===== src/rtl/sw_oport_arb.sv =====
// sw_oport_arb: per-output-port packet scheduler.
// Shares one output FIFO between NIN input FIFOs. Each input's head word is
// examined combinationally; whole packets are granted round-robin to inputs
// whose header addresses this port, and a packet is never interleaved.
//
// Header word: dst = [DSTW-1:0], len = [DSTW+LENW-1:DSTW] (body words that follow).
//
// Ports:
//   clk     clock
//   rst     asynchronous active-low reset
//   idata   head words of the input FIFOs, input i at [i*DW +: DW]
//   iempty  input FIFO empty flags
//   ire     input FIFO read enables (one-hot or zero)
//   ofull   output FIFO full flag
//   odata   word written to the output FIFO
//   owe     output FIFO write enable
//   busy    multi-word packet transfer in progress
//   grant   index of the current/last granted input
//   err     one-cycle watchdog abort pulse
//
// Optional feature: define SW_OPORT_ARB_WDOG_EN to abort a transfer whose
// granted input stays empty for WDOG consecutive cycles. Without it err is 0
// and a transfer waits indefinitely.

`ifndef PKTW
`define PKTW 8
`endif

module sw_oport_arb #(
  parameter int NIN  = 4,
  parameter int DW   = `PKTW + 1,
  parameter int DSTW = 2,
  parameter int LENW = 4,
  parameter int PORT = 0,
  parameter int WDOG = 16,
  localparam int GW  = $clog2(NIN)
) (
  input  logic              clk,
  input  logic              rst,
  input  logic [NIN*DW-1:0] idata,
  input  logic [NIN-1:0]    iempty,
  output logic [NIN-1:0]    ire,
  input  logic              ofull,
  output logic [DW-1:0]     odata,
  output logic              owe,
  output logic              busy,
  output logic [GW-1:0]     grant,
  output logic              err
);

  localparam logic [0:0] IDLE = 1'b0;
  localparam logic [0:0] XFER = 1'b1;

  localparam logic [DSTW-1:0] PORT_ID = DSTW'(PORT);

  logic [0:0]      state;
  logic [GW-1:0]   rr;
  logic [LENW-1:0] cnt;

  logic [NIN-1:0]  req;
  logic            win_vld;
  logic [GW-1:0]   win;
  logic            sel_vld;
  logic [GW-1:0]   sel;
  logic [LENW-1:0] sel_len;
  logic            xfer_go;

  function automatic logic [GW-1:0] nxt(input logic [GW-1:0] x);
    return (x == GW'(NIN - 1)) ? '0 : x + 1'b1;
  endfunction

  always_comb begin
    req = '0;
    for (int unsigned i = 0; i < NIN; i++) begin
      req[i] = !iempty[i] && (idata[i*DW +: DSTW] == PORT_ID);
    end
  end

  // Scan from rr upward with wrap; one extra bit keeps the sum exact for
  // non-power-of-two NIN before the modulo subtraction.
  always_comb begin
    logic [GW:0] s;
    win_vld = 1'b0;
    win     = '0;
    s       = '0;
    for (int unsigned k = 0; k < NIN; k++) begin
      s = {1'b0, rr} + (GW+1)'(k);
      if (s >= (GW+1)'(NIN)) s = s - (GW+1)'(NIN);
      if (!win_vld && req[s[GW-1:0]]) begin
        win_vld = 1'b1;
        win     = s[GW-1:0];
      end
    end
  end

  always_comb begin
    sel_vld = (state == XFER) || win_vld;
    sel     = (state == XFER) ? grant : win;
    odata   = sel_vld ? idata[sel*DW +: DW] : '0;
    sel_len = idata[sel*DW + DSTW +: LENW];
    if (state == IDLE) xfer_go = win_vld && !ofull;
    else               xfer_go = !iempty[grant] && !ofull;
    owe = xfer_go;
    ire = xfer_go ? (NIN'(1'b1) << sel) : '0;
  end

`ifdef SW_OPORT_ARB_WDOG_EN
  localparam int WCW = $clog2(WDOG + 1);
  logic [WCW-1:0] wd;

  always_ff @(posedge clk or negedge rst) begin
    if (!rst) begin
      state <= IDLE;
      rr    <= '0;
      cnt   <= '0;
      grant <= '0;
      busy  <= 1'b0;
      err   <= 1'b0;
      wd    <= '0;
    end else begin
      err <= 1'b0;
      case (state)
        IDLE: begin
          wd <= '0;
          if (xfer_go) begin
            grant <= win;
            if (sel_len == '0) begin
              rr <= nxt(win);
            end else begin
              cnt   <= sel_len;
              busy  <= 1'b1;
              state <= XFER;
            end
          end
        end
        XFER: begin
          if (xfer_go) begin
            wd  <= '0;
            cnt <= cnt - 1'b1;
            if (cnt == LENW'(1)) begin
              state <= IDLE;
              busy  <= 1'b0;
              rr    <= nxt(grant);
            end
          end else if (iempty[grant]) begin
            // Only empty-input stalls count; output backpressure is never an abort.
            if (wd == WCW'(WDOG - 1)) begin
              wd    <= '0;
              err   <= 1'b1;
              state <= IDLE;
              busy  <= 1'b0;
              rr    <= nxt(grant);
            end else begin
              wd <= wd + 1'b1;
            end
          end
        end
        default: state <= IDLE;
      endcase
    end
  end
`else
  assign err = 1'b0;

  always_ff @(posedge clk or negedge rst) begin
    if (!rst) begin
      state <= IDLE;
      rr    <= '0;
      cnt   <= '0;
      grant <= '0;
      busy  <= 1'b0;
    end else begin
      case (state)
        IDLE: begin
          if (xfer_go) begin
            grant <= win;
            if (sel_len == '0) begin
              rr <= nxt(win);
            end else begin
              cnt   <= sel_len;
              busy  <= 1'b1;
              state <= XFER;
            end
          end
        end
        XFER: begin
          if (xfer_go) begin
            cnt <= cnt - 1'b1;
            if (cnt == LENW'(1)) begin
              state <= IDLE;
              busy  <= 1'b0;
              rr    <= nxt(grant);
            end
          end
        end
        default: state <= IDLE;
      endcase
    end
  end
`endif

endmodule


===== config.mk =====
export PLATFORM = sky130hd
export DESIGN_NAME = sw_oport_arb
export DESIGN_NICKNAME = d
export VERILOG_FILES = /design/src/rtl/sw_oport_arb.sv
export SDC_FILE = /design/constraint.sdc
export NUM_CORES = 1
export LEC_CHECK = 0
export CAP_MARGIN = 20
export CELL_PAD_IN_SITES_DETAIL_PLACEMENT = 1
export CELL_PAD_IN_SITES_GLOBAL_PLACEMENT = 1
export CORE_AREA = 2 2 72 74
export DETAILED_ROUTE_END_ITERATION = 8
export DIE_AREA = 0 0 74 76
export GPL_TIMING_DRIVEN = 0
export PLACE_DENSITY = 0.85
export SLEW_MARGIN = 10
export SYNTH_ARGS = -nofsm -noshare
export SYNTH_HDL_FRONTEND = slang
export SYNTH_SLANG_ARGS = --single-unit

===== constraint.sdc =====
create_clock -name clk -period 2.6 [get_ports clk]
set_input_delay 0.26 -clock clk [delete_from_list [all_inputs] [get_ports clk]]
set_output_delay 0.26 -clock clk [all_outputs]
set_load 0.1 [all_outputs]

==> reports/metrics.yaml <==
global_route:
  grt_pass1_vias: 1720
  grt_pass1_wl_mm: 9.20
  grt_use_total: 0.220
  grt_start_max_net_pins: 11
  globalRouteOverflowTotal: 0
  antenna_violations_before_repair: 0
clock_network:
  depth_of_the_cts_h_tree: 1
  ctsLongestPathBuffers: 2
  post_cts_hold_buffer_count: 0
  cts_tree: "done"
  clock_latency_ns: 0.24
  clock_sink_count: 10
  cts.reportedPaths.clkPinSlew_ns: 0.05
  number_of_cts_inserted_buffers: 3
  clk_root_buffer_cell: "sky130_fd_sc_hd__clkbuf_8"
route:
  wl_per_cell_um: 21.0
  via_count: 1545
  postRouteAntennaNets: 0
  route.met2.wl_mm: 3.67
  met3_wirelength_um: 228
  drt-vias-per-instance: 5.12
  highest-signal-layer: "met4"
  route.detailed.drc: 0
  drt_iter0_drc: 72
  route.layer.met1.wl_mm: 2.14
  number_of_detailed_route_iterations_in_the_first_pass: 4
  routed_wirelength_mm: 6.34
hold_path:
  holdCritPathClass: "primary input to async pin"
finish:
  layout-drive-gt1-share: 0.522
  syn_to_final_growth_pct: 144
  finish.utilization: 0.582
  ant_diodes: 0
  layout.filler_cells: 506
  number_of_standard_cells_in_the_final_layout_excluding_fillers: 302
  fin_nets: 278
timing:
  clock_skew_ns: 0.00499
  layout_worst_path_cycle_share: 1.10
  timing.fmax_ghz: 0.350
  setup_repair_after_global_routing_missed_its_margin: "true"
  tns_ns: -3.10
  slew_headroom: 0.353
  min_period_ns: 2.86
  max_slew_violation_total_from_the_final_report: 0
  timing_worst_slew_pin_value_ns: 0.967
  setup_viol_count_final: 21
  setup_slack_ns: -0.256
  fin_worst_hold_slack_ns: 0.337
  timing_hold_violations_final: 0
logic_synthesis:
  synth_flop_cell: "sky130_fd_sc_hd__dfrtp_1"
  post_synth_inst_count: 136
  async_set_or_reset_register_ratio_after_synthesis: 1.00
  post_synth.cell_area_avg_um2: 8.61
  synth.yosys.warnings: 0
  synth.area.top_cells: "sky130_fd_sc_hd__dfrtp_1, sky130_fd_sc_hd__mux2i_1, sky130_fd_sc_hd__a211oi_1"
  mappedNetlistNets: 181
  yosys.cell_count.top_type: "sky130_fd_sc_hd__mux2i_1"
  ys_seq_elements: 10
  synth_enable_flop_cells: 0
  post-synth-top-area-cell: "sky130_fd_sc_hd__dfrtp_1"
  synth.yosys.seq_area_share: 0.214
  netlist_area_pre_place_mm2: 0.00117
  yosys.cell_types.count: 43
  synth_top_cells_by_count: "sky130_fd_sc_hd__mux2i_1, sky130_fd_sc_hd__nand2_1, sky130_fd_sc_hd__a211oi_1, sky130_fd_sc_hd__dfrtp_1, sky130_fd_sc_hd__nor2b_1"
  synth_top_area_frac: 0.214
pwr:
  totalPowerFinal_mw: 3.94
  power.clock.fraction: 0.043
  power.density_mw_per_mm2: 1380
  sw_frac_of_total: 0.547
  static-leakage-power_nw: 1.11
  sw_power_mw: 2.16
  p_int_mw: 1.79
  max-vdd-ir-drop_uv: 1120
  p_comb_frac: 0.865
  share_seq_of_total_power: 0.093
floorplan:
  floorplan.die_area_mm2: 0.00562
  row_count: 26
  initial_core_utilization: 0.238
  die-height_um: 76
  die_w_um: 74
  placeableCoreArea_mm2: 0.00491
  boundaryPins: 61
setup_path:
  cp_max_fo: 7
  timing.critical_path.slowest_cell_delay_ns: 0.47
  cpMaxStageDelayCell: "sky130_fd_sc_hd__dfrtp_2"
  worstSetupPathType: "register to register"
  setup_crit_start_kind: "register"
  critical_path.endpoint_type: "register"
  r2r.worst_path.cells: 11
  path_cells: "buf_6 > nor4_4 > o21ai_4 > a32oi_4 > buf_12 > mux2i_2 > mux2i_4 > nor4_4 > buf_6 > o21bai_1 > mux2_1"
  worst_ep_arrival_time_ns: 2.97
  timing.critical_path.required_ns: 2.71
placed_design:
  dp_hpwl_mm: 3.35
  post-place-cells: 266
  routabilityCongestion: 0.717
  placement.io_buffers: 59
outcome:
  failed_checks: "negative setup slack"
  status: "finished with violations"
job:
  cap_violations: 0
[per-layer routing]
layer / up-vias / track usage
met3: 23 / 0.0304
met1: 756 / 0.230
met4: 0 / 0.111
li1: 697 / -
met5: - / 0
met2: 69 / 0.409
[layout by cell type, fill, tap and decap left out, types with 2 or more instances in the layout]
cell type and n:
sky130_fd_sc_hd__o21ai_1 4, sky130_fd_sc_hd__inv_1 2, sky130_fd_sc_hd__nor4_4 3, sky130_fd_sc_hd__nor2b_2 3, sky130_fd_sc_hd__a22oi_2 3, sky130_fd_sc_hd__nor4b_4 2, sky130_fd_sc_hd__nor2_1 4, sky130_fd_sc_hd__dlygate4sd2_1 9
sky130_fd_sc_hd__buf_4 23, sky130_fd_sc_hd__dfrtp_2 2, sky130_fd_sc_hd__a22oi_1 3, sky130_fd_sc_hd__o21ai_0 3, sky130_fd_sc_hd__o31ai_1 2, sky130_fd_sc_hd__or3_4 2, sky130_fd_sc_hd__or3_1 3, sky130_fd_sc_hd__mux2i_2 5
sky130_fd_sc_hd__clkbuf_8 4, sky130_fd_sc_hd__ha_1 2, sky130_fd_sc_hd__nor2b_1 3, sky130_fd_sc_hd__clkbuf_1 3, sky130_fd_sc_hd__nand2_1 10, sky130_fd_sc_hd__mux2i_1 4, sky130_fd_sc_hd__a211oi_4 7, sky130_fd_sc_hd__nor2_4 5
sky130_fd_sc_hd__a211oi_2 3, sky130_fd_sc_hd__nor2b_4 4, sky130_fd_sc_hd__buf_12 15, sky130_fd_sc_hd__mux2_2 2, sky130_fd_sc_hd__dfrtp_1 7, sky130_fd_sc_hd__mux2i_4 9, sky130_fd_sc_hd__or4_1 2, sky130_fd_sc_hd__buf_6 9
sky130_fd_sc_hd__o21ai_4 2, sky130_fd_sc_hd__clkdlybuf4s50_1 33, sky130_fd_sc_hd__buf_8 4
[path summary, 6_finish.rpt]
kind	start	to	slack, ns
worst min-delay path	rst	busy	0.34
max in group asynchronous	rst	grant[0]	1.92
worst min register to register	busy	busy	0.55
worst max register to register	rr[1]	rr[0]	-0.26
worst max-delay path	rr[1]	rr[0]	-0.26
min in group clk	busy	busy	0.55
[critical path: cells and delay by family (launching register included)]
kind | cells | cell delay, ns
mux | 3 | 0.73
buf+inv | 3 | 0.52
flops | 1 | 0.47
simple gates | 2 | 0.48
compound gates | 3 | 0.52
[kinds of logic (layout without fill, tap and decap cells)]
logic type / count (synthesis) / in the layout / synth area share
AO/OA/AOI/OAI: 39 / 39 / 0.250
AND/OR/NAND/NOR: 48 / 48 / 0.240
multiplexers: 22 / 22 / 0.202
buffers and inverters: 12 / 108 / 0.0545
other: 1 / 1 / 0.00320
flip-flops: 10 / 10 / 0.214
adder cells (fa/ha/maj): 2 / 2 / 0.0214
XOR/XNOR: 2 / 2 / 0.0150
[registers in the layout (all words and copies together), names as in the netlist]
| signal | flops |
|---|---|
| cnt | 4 |
| busy | 1 |
| state | 1 |
| rr | 2 |
| grant | 2 |
[cell type report]
cell class | count | area, µm² | share of cell area
Timing Repair Buffer | 92 | 1030 | 0.360
Clock buffer | 4 | 45.0 | 0.0158
Buffer | 9 | 100 | 0.0350
Inverter | 3 | 37.5 | 0.0131
Tap cell | 70 | 87.6 | 0.0307
Multi-Input combinational cell | 114 | 1300 | 0.456
Sequential cell | 10 | 256 | 0.0898
[metrics by stage]
step	area (µm²)	worst slack [ns]
5_1_grt	2860	-0.324
4_1_cts	2650	-0.103
3_5_place_dp	2160	-1.46
6_report	2860	-0.256
3_3_place_gp	2150	-1.44
2_1_floorplan	1470	-0.147
[power by group through the flow]
stage	logic [mW]	clock network [mW]	registers (mW)
CTS	3.10	0.167	0.349
global placement	2.40	0	0.346
global route	3.53	0.175	0.380
finish	3.41	0.168	0.365
detailed placement	2.46	0	0.351
floorplan	1.82	0	0.461
[repair_timing]
action / CTS / global route
endpoints found under the hold margin: 0 / 0
endpoints found under the setup margin: 22 / 21
cloned: 1 / 0
setup buffers: 25 / 7
pin swaps: 17 / 11
gates resized for setup: 160 / 33
(Power assumes the default switching activity.)
